`src/rtl/dm_bus_bridge_pkg.sv`:
```
// Shared encodings for the data-memory bus bridge.
package dm_bus_bridge_pkg;

  localparam int unsigned WORD_W = 32;

  // DataType encoding shared with the pipeline's MEM/WB stages.
  localparam logic [2:0] DT_WORD = 3'd0;
  localparam logic [2:0] DT_HALF = 3'd1;
  localparam logic [2:0] DT_BYTE = 3'd2;

  typedef enum logic [1:0] {
    S_IDLE = 2'd0,
    S_WAIT = 2'd1,
    S_DONE = 2'd2
  } state_e;

endpackage

```
`src/rtl/dm_lane_pack.sv`:
```
// Alignment check, byte enables and lane-replicated write data for one access.
module dm_lane_pack
  import dm_bus_bridge_pkg::*;
(
  input  logic [2:0]        i_type,
  input  logic [1:0]        i_addr_lo,
  input  logic [WORD_W-1:0] i_wd,
  output logic              o_aligned,
  output logic [3:0]        o_be,
  output logic [WORD_W-1:0] o_wdata
);

  // Decode size; unknown types fall through to WORD.
  always_comb begin
    o_aligned = 1'b1;
    o_be      = 4'b1111;
    o_wdata   = i_wd;
    case (i_type)
      DT_HALF: begin
        o_aligned = ~i_addr_lo[0];
        o_be      = i_addr_lo[1] ? 4'b1100 : 4'b0011;
        o_wdata   = {2{i_wd[15:0]}};
      end
      DT_BYTE: begin
        o_be    = 4'b0001 << i_addr_lo;
        o_wdata = {4{i_wd[7:0]}};
      end
      default: begin
        o_aligned = (i_addr_lo == 2'b00);
      end
    endcase
  end

endmodule

```
`src/rtl/dm_bus_bridge.sv`:
```
// MEM-stage to valid/ready bus bridge: one bus transaction per load/store,
// pipeline stalled until the bus answers or the access times out.
module dm_bus_bridge
  import dm_bus_bridge_pkg::*;
#(
  parameter int unsigned       ADDR_W    = 32,
  parameter int unsigned       TIMEOUT   = 16,
  parameter logic [WORD_W-1:0] ERR_RDATA = 32'h0000_0000
) (
  input  logic              i_clk,
  input  logic              i_reset,
  input  logic              i_req_valid,
  input  logic              i_req_we,
  input  logic [2:0]        i_req_type,
  input  logic [ADDR_W-1:0] i_req_addr,
  input  logic [WORD_W-1:0] i_req_wd,
  output logic [WORD_W-1:0] o_rd,
  output logic              o_stall,
  output logic              o_misalign,
  output logic              o_bus_err,
  output logic              o_bus_req,
  output logic              o_bus_we,
  output logic [ADDR_W-1:0] o_bus_addr,
  output logic [3:0]        o_bus_be,
  output logic [WORD_W-1:0] o_bus_wdata,
  input  logic              i_bus_ready,
  input  logic [WORD_W-1:0] i_bus_rdata
);

  localparam int unsigned      CNT_W   = (TIMEOUT > 1) ? $clog2(TIMEOUT) : 1;
  localparam logic [CNT_W-1:0] CNT_MAX = CNT_W'(TIMEOUT - 1);

  state_e              r_state, w_state_d;
  logic [CNT_W-1:0]    r_cnt, w_cnt_d;
  logic [WORD_W-1:0]   r_rd, w_rd_d;
  logic                r_bus_req, w_bus_req_d;
  logic                r_bus_we, w_bus_we_d;
  logic [ADDR_W-1:0]   r_bus_addr, w_bus_addr_d;
  logic [3:0]          r_bus_be, w_bus_be_d;
  logic [WORD_W-1:0]   r_bus_wdata, w_bus_wdata_d;
  logic                r_misalign, w_misalign_d;
  logic                r_bus_err, w_bus_err_d;

  logic                w_aligned;
  logic [3:0]          w_be;
  logic [WORD_W-1:0]   w_wdata;

  dm_lane_pack u_lane_pack (
    .i_type    (i_req_type),
    .i_addr_lo (i_req_addr[1:0]),
    .i_wd      (i_req_wd),
    .o_aligned (w_aligned),
    .o_be      (w_be),
    .o_wdata   (w_wdata)
  );

  // Next-state and next-register values; pulses default low every cycle.
  always_comb begin
    w_state_d     = r_state;
    w_cnt_d       = r_cnt;
    w_rd_d        = r_rd;
    w_bus_req_d   = r_bus_req;
    w_bus_we_d    = r_bus_we;
    w_bus_addr_d  = r_bus_addr;
    w_bus_be_d    = r_bus_be;
    w_bus_wdata_d = r_bus_wdata;
    w_misalign_d  = 1'b0;
    w_bus_err_d   = 1'b0;
    unique case (r_state)
      S_IDLE: begin
        if (i_req_valid) begin
          if (w_aligned) begin
            w_bus_req_d   = 1'b1;
            w_bus_we_d    = i_req_we;
            w_bus_addr_d  = {i_req_addr[ADDR_W-1:2], 2'b00};
            w_bus_be_d    = w_be;
            w_bus_wdata_d = w_wdata;
            w_cnt_d       = '0;
            w_state_d     = S_WAIT;
          end else begin
            w_misalign_d = 1'b1;
          end
        end
      end
      S_WAIT: begin
        // A ready on the final allowed cycle still wins over the timeout.
        if (i_bus_ready) begin
          if (!r_bus_we) w_rd_d = i_bus_rdata;
          w_bus_req_d = 1'b0;
          w_state_d   = S_DONE;
        end else if (r_cnt == CNT_MAX) begin
          w_rd_d      = ERR_RDATA;
          w_bus_err_d = 1'b1;
          w_bus_req_d = 1'b0;
          w_state_d   = S_DONE;
        end else begin
          w_cnt_d = r_cnt + 1'b1;
        end
      end
      S_DONE: begin
        w_state_d = S_IDLE;
      end
      default: begin
        w_state_d = S_IDLE;
      end
    endcase
  end

  // State and output registers with synchronous active-low reset.
  always_ff @(posedge i_clk) begin
    if (!i_reset) begin
      r_state     <= S_IDLE;
      r_cnt       <= '0;
      r_rd        <= '0;
      r_bus_req   <= 1'b0;
      r_bus_we    <= 1'b0;
      r_bus_addr  <= '0;
      r_bus_be    <= '0;
      r_bus_wdata <= '0;
      r_misalign  <= 1'b0;
      r_bus_err   <= 1'b0;
    end else begin
      r_state     <= w_state_d;
      r_cnt       <= w_cnt_d;
      r_rd        <= w_rd_d;
      r_bus_req   <= w_bus_req_d;
      r_bus_we    <= w_bus_we_d;
      r_bus_addr  <= w_bus_addr_d;
      r_bus_be    <= w_bus_be_d;
      r_bus_wdata <= w_bus_wdata_d;
      r_misalign  <= w_misalign_d;
      r_bus_err   <= w_bus_err_d;
    end
  end

  // Stall until DONE; a dropped misaligned access never stalls.
  always_comb begin
    o_stall = i_req_valid & w_aligned & ((r_state == S_IDLE) | (r_state == S_WAIT));
  end

  assign o_rd        = r_rd;
  assign o_misalign  = r_misalign;
  assign o_bus_err   = r_bus_err;
  assign o_bus_req   = r_bus_req;
  assign o_bus_we    = r_bus_we;
  assign o_bus_addr  = r_bus_addr;
  assign o_bus_be    = r_bus_be;
  assign o_bus_wdata = r_bus_wdata;

endmodule

```
`config.mk`:
```
export PLATFORM = sky130hd
export DESIGN_NAME = dm_bus_bridge
export DESIGN_NICKNAME = d
export VERILOG_FILES = /design/src/rtl/dm_bus_bridge_pkg.sv /design/src/rtl/dm_lane_pack.sv /design/src/rtl/dm_bus_bridge.sv
export SDC_FILE = /design/constraint.sdc
export NUM_CORES = 1
export LEC_CHECK = 0
export ABC_AREA = 1
export BUFFER_PORTS_ARGS = -buffer_cell sky130_fd_sc_hd__buf_2
export CORE_AREA = 2 2 96 98
export CTS_BUF_LIST = sky130_fd_sc_hd__clkbuf_2
export DETAILED_ROUTE_END_ITERATION = 8
export DIE_AREA = 0 0 98 100
export PLACE_DENSITY = 0.88
export SYNTH_ARGS = -nofsm -noshare
export SYNTH_HDL_FRONTEND = slang
export SYNTH_SLANG_ARGS = --single-unit
```
`constraint.sdc`:
```
create_clock -name i_clk -period 3.83 [get_ports i_clk]
set_input_delay 0.9575 -clock i_clk [delete_from_list [all_inputs] [get_ports i_clk]]
set_output_delay 0.9575 -clock i_clk [all_outputs]
set_load 0.02 [all_outputs]
```
# == Word level (Yosys, flattened, before mapping) ==
# Index checks and enable logic that the tools add are counted.
# word_totals
out_inout_bits,105
ff_bits,108
elab_cells,63
in_bits,104
# op_classes
bitwise,6
n_eq_ne,10
addsub,1
n_shift,1
mux,24
reduce_logical,11
# op_table
operator,n
32-bit two-way mux,3
32-bit one-hot mux with 2 select lines,1
4-bit two-way mux,5
4-bit one-hot mux with 2 select lines,2
3-bit AND reduction,4
"2-bit != test, second input constant",5
2-bit two-way mux,4
1-bit two-way mux,6
5-bit AND reduction,1
"4-bit by 1-bit adder with 4-bit output, second input constant",1
"4-bit == test, second input constant",1
2-bit zero test,2
1-bit one-hot mux with 2 select lines,2
2-bit one-hot mux with 2 select lines,1
4-bit AND reduction,1
2-bit nonzero test,2
"1-bit by 2-bit << shifter with 4-bit output, first input constant",1
"3-bit by 1-bit == test with 1-bit output, second input constant",1
"3-bit by 2-bit == test with 1-bit output, second input constant",1
"3-bit != test, second input constant",1
1-bit inverter,3
3-bit OR reduction,1
1-bit bitwise AND,2
"2-bit by 1-bit == test with 1-bit output, second input constant",1
1-bit OR,1

# == Longest topological paths before layout ==
# logic_depth
depth_word,5
mapped_depth,10
ltp_nobuf,10

# == Modules after synthesis ==
# Synthesis repeated with hierarchy kept, for this count alone.
# hier_totals
cells_unflattened,666
area_unflattened_um2,4616.9
# modules_own_cells
mod,cells_each,area_each_um2,seq_area_each_um2,n_inst
dm_bus_bridge,557,4105.2,2162.1,1
dm_lane_pack,109,511.7,0.0,1

# == Least setup slack after synthesis ==
# No wires, ideal clock.
# synth_timing
kind,input to output
start,input i_req_type[2]
end,output o_stall
cell_stages,5
t_arrival_ns,1.869
required_ns,2.873
slack_ns,1.004
path_cell_list,nand3b_1 > buf_4 > nand2_4 > nand2_1 > nor3_1
# synth_between
elab_chain_cells,4
word_cells_on_any_way,5
# synth_rtl
element,line_no,source
start: declaration,dm_bus_bridge.sv:14,"input logic [2:0] i_req_type,"
3-bit by 2-bit == test with 1-bit output / 3-bit by 1-bit == test with 1-bit output (equally long branches),dm_lane_pack.sv:18,case (i_type)
1-bit one-hot mux with 2 select lines *,dm_lane_pack.sv:18,
1-bit bitwise AND * (2 in series),dm_bus_bridge.sv:138,o_stall = i_req_valid & w_aligned & ((r_state == S_IDLE) | (r_state == S_WAIT));
end: declaration,dm_bus_bridge.sv:18,"output logic o_stall,"
# Mark *: on every way between the ends. The rest lies on a longest branch, timed or not.

# == Worst setup path after layout ==
# Ends and elaborated chain as after synthesis.

==> results.ini <==
[logic_synthesis]
synth_fa_ha_area_frac=0.00284
avgSynthCellArea_um2=7.47
ys_seq_area_frac=0.491
synth_top_family_by_area=simple AND/OR/NAND/NOR gates
ys_types=25
synth_area_leaders=dfxtp_1 49%, nand2_1 16%, a21oi_1 13%, nand3_1 4.4%, inv_1 2.9%
synthTopCellsByCount=186 x nand2_1, 111 x a21oi_1, 108 x dfxtp_1, 39 x nand3_1, 34 x inv_1
synth_xor_area_frac=0.00398
synthCells=590
synth_ff_type=dfxtp_1
synth_simple_gate_area_frac=0.239
synth_top_area_frac=0.491
yosys.area.top_type=dfxtp_1
synth_mux_area_frac=0
synth_most_common_cell=nand2_1
synth_compound_area_frac=0.173
synth_edf_count=0
syn_area_mm2=0.00441
ys_ff_latch=108
yosysWarnings=0
async_flop_share=0

[min_path]
hold_class=reg2reg

[setup_path]
cp-end-kind=output port
cp-start-kind=input port
cp_data_arrival_time_ns=2.16
cp.required_ns=2.87
crit_fanout=11
path_class=in2out

[die]
ioPinCount=209
fp.dieW_um=98
dieArea_mm2=0.00980
core-area_mm2=0.00889
die_h_um=100
num_rows=35
start_util=0.496

[timing]
setup_tns_ns=0
period_share=0.814
fmax_mhz=321
fin_ws_ns=0.713
layout_min_cycle_time_ns=3.12
skew_ns=0.0391
rsz0062_at_grt=no
max_slew.worst_pin.slew_ns=0.747
max_slew_margin=0.501
setup_viol=0
hold_viol_final=0
slew_violations=0

[layout]
drive_gt1_frac=0.331
areaGrowthSynthToFinish_pct=24.9
antenna_cells=0
final_core_util=0.619
fin_cells=887
layout.nets=877
nFillCells=863

[cts]
path_clk_slew_ns=0.26
clock_latency_ns=0.57
cts_tree=built
post_cts_buffers=0
clock-sinks=108
cts_hold_buf=0
clock_path_buffers=2
htree_levels=3
cts_buffers=9
ctsRootBufferMaster=clkbuf_2
cts_resized=0

[global_route]
overflow=0
grt_pass1_vias=3899
grt_pass1_wl_mm=18.1
grtUsageTotal=0.225
grt_max_degree=67
grt_antenna_before_repair=0

[placement]
dpl.hpwl_mm=8.04
gp_congestion=0.865
dp.cells=872
port_buffers=206
dp_slack_ns=0.728

[drt]
vias_per_cell=4.92
drtIter0Drc=148
wl_mm=11.4
dr.pass1.iters=4
vias=4365
wl_per_cell_um=12.8
drc=0
antenna_left=0

[power_and_ir_drop]
ir_drop_uv=187
leakagePower_uw=0.00265
power.density_mw_per_mm2=366

[flow_run]
maxCapViolCount=0

[run_status]
status=complete, no violations

==> logic make-up (layout without fill, tap and decap cells) <==
logic type / after synthesis / in the layout
adder cells (fa/ha/maj): 1 / 1
buffers and inverters: 83 / 268
XOR/XNOR: 2 / 2
flip-flops: 108 / 108
other: 1 / 2
AND/OR/NAND/NOR: 252 / 252
AO/OA/AOI/OAI: 143 / 143
==> report_power, final <==
| part | total [uW] | internal, uW | switching [uW] |
|---|---|---|---|
| logic | 350 | 126 | 225 |
| registers | 1200 | 1170 | 22.1 |
| clock network | 469 | 90.8 | 378 |
| total | 2020 | 1390 | 625 |
==> cells in the final DEF, fill, tap and decap left out, types with 2 or more instances in the layout <==
master,n
buf_12,2
dfxtp_1,108
nand2_1,186
inv_1,34
conb_1,2
o21ai_0,21
clkinv_4,4
buf_2,206
nand3_1,39
a21oi_2,10
xor2_1,2
clkinv_1,2
clkbuf_2,9
nor3_1,3
a21oi_1,111
inv_2,6
nor2_1,9
nand2_2,11
buf_4,4
==> worst max-delay path, stage by stage <==
cell and delay [ns]:
buf_2 0.10, nand3b_1 0.41, nand3_1 0.28, nand2_1 0.09, nor3_1 0.13, buf_2 0.19
==> sequential cells by signal (all words and copies together) (netlist names) <==
| register | cells |
|---|---|
| o_bus_err | 1 |
| o_rd | 32 |
| r_state | 2 |
| o_bus_req | 1 |
| o_bus_we | 1 |
| o_bus_wdata | 32 |
| o_misalign | 1 |
| r_cnt | 4 |
| o_bus_be | 4 |
| o_bus_addr | 30 |
==> final timing paths <==
kind | start | to | slack, ns | cells past startpoint
hold reg to reg | o_bus_req$_SDFFE_PN0P_ | o_bus_req$_SDFFE_PN0P_ | 0.48 | 2
setup / recovery | i_req_type[2] | o_stall | 0.71 | 6
setup reg to reg | r_state[1]$_SDFFE_PN0P_ | o_bus_addr[14]$_SDFFE_PN0P_ | 1.90 | 8
hold / removal | o_bus_req$_SDFFE_PN0P_ | o_bus_req$_SDFFE_PN0P_ | 0.48 | 2
==> final cells by class <==
| cell class | count | area [um2] | area share |
|---|---|---|---|
| Clock inverter | 6 | 50.0 | 0.00910 |
| Multi-Input combinational cell | 400 | 1850 | 0.337 |
| Sequential cell | 108 | 2160 | 0.393 |
| Tap cell | 111 | 139 | 0.0252 |
| Timing Repair Buffer | 212 | 1100 | 0.200 |
| Inverter | 41 | 154 | 0.0280 |
| Clock buffer | 9 | 45.0 | 0.00819 |
==> stage by stage <==
stage / hold slack, ns / power (uW) / instance area [um2]
global route: 0.492 / 2120 / 5500
global placement: 0.449 / 1560 / 5410
CTS: 0.480 / 2030 / 5500
detailed placement: 0.452 / 1570 / 5410
floorplan: 0.473 / 1440 / 4410
finish: 0.479 / 2020 / 5500
==> routing by layer <==
metal  vias up  routed length, um  GRT usage
met5         -                  0          0
met4         0                263     0.0908
met3        26                864     0.0641
met2       152               5300      0.352
met1      1938               4930      0.295
li1       2249                  -          -
Power figures use the tool's default switching activity.
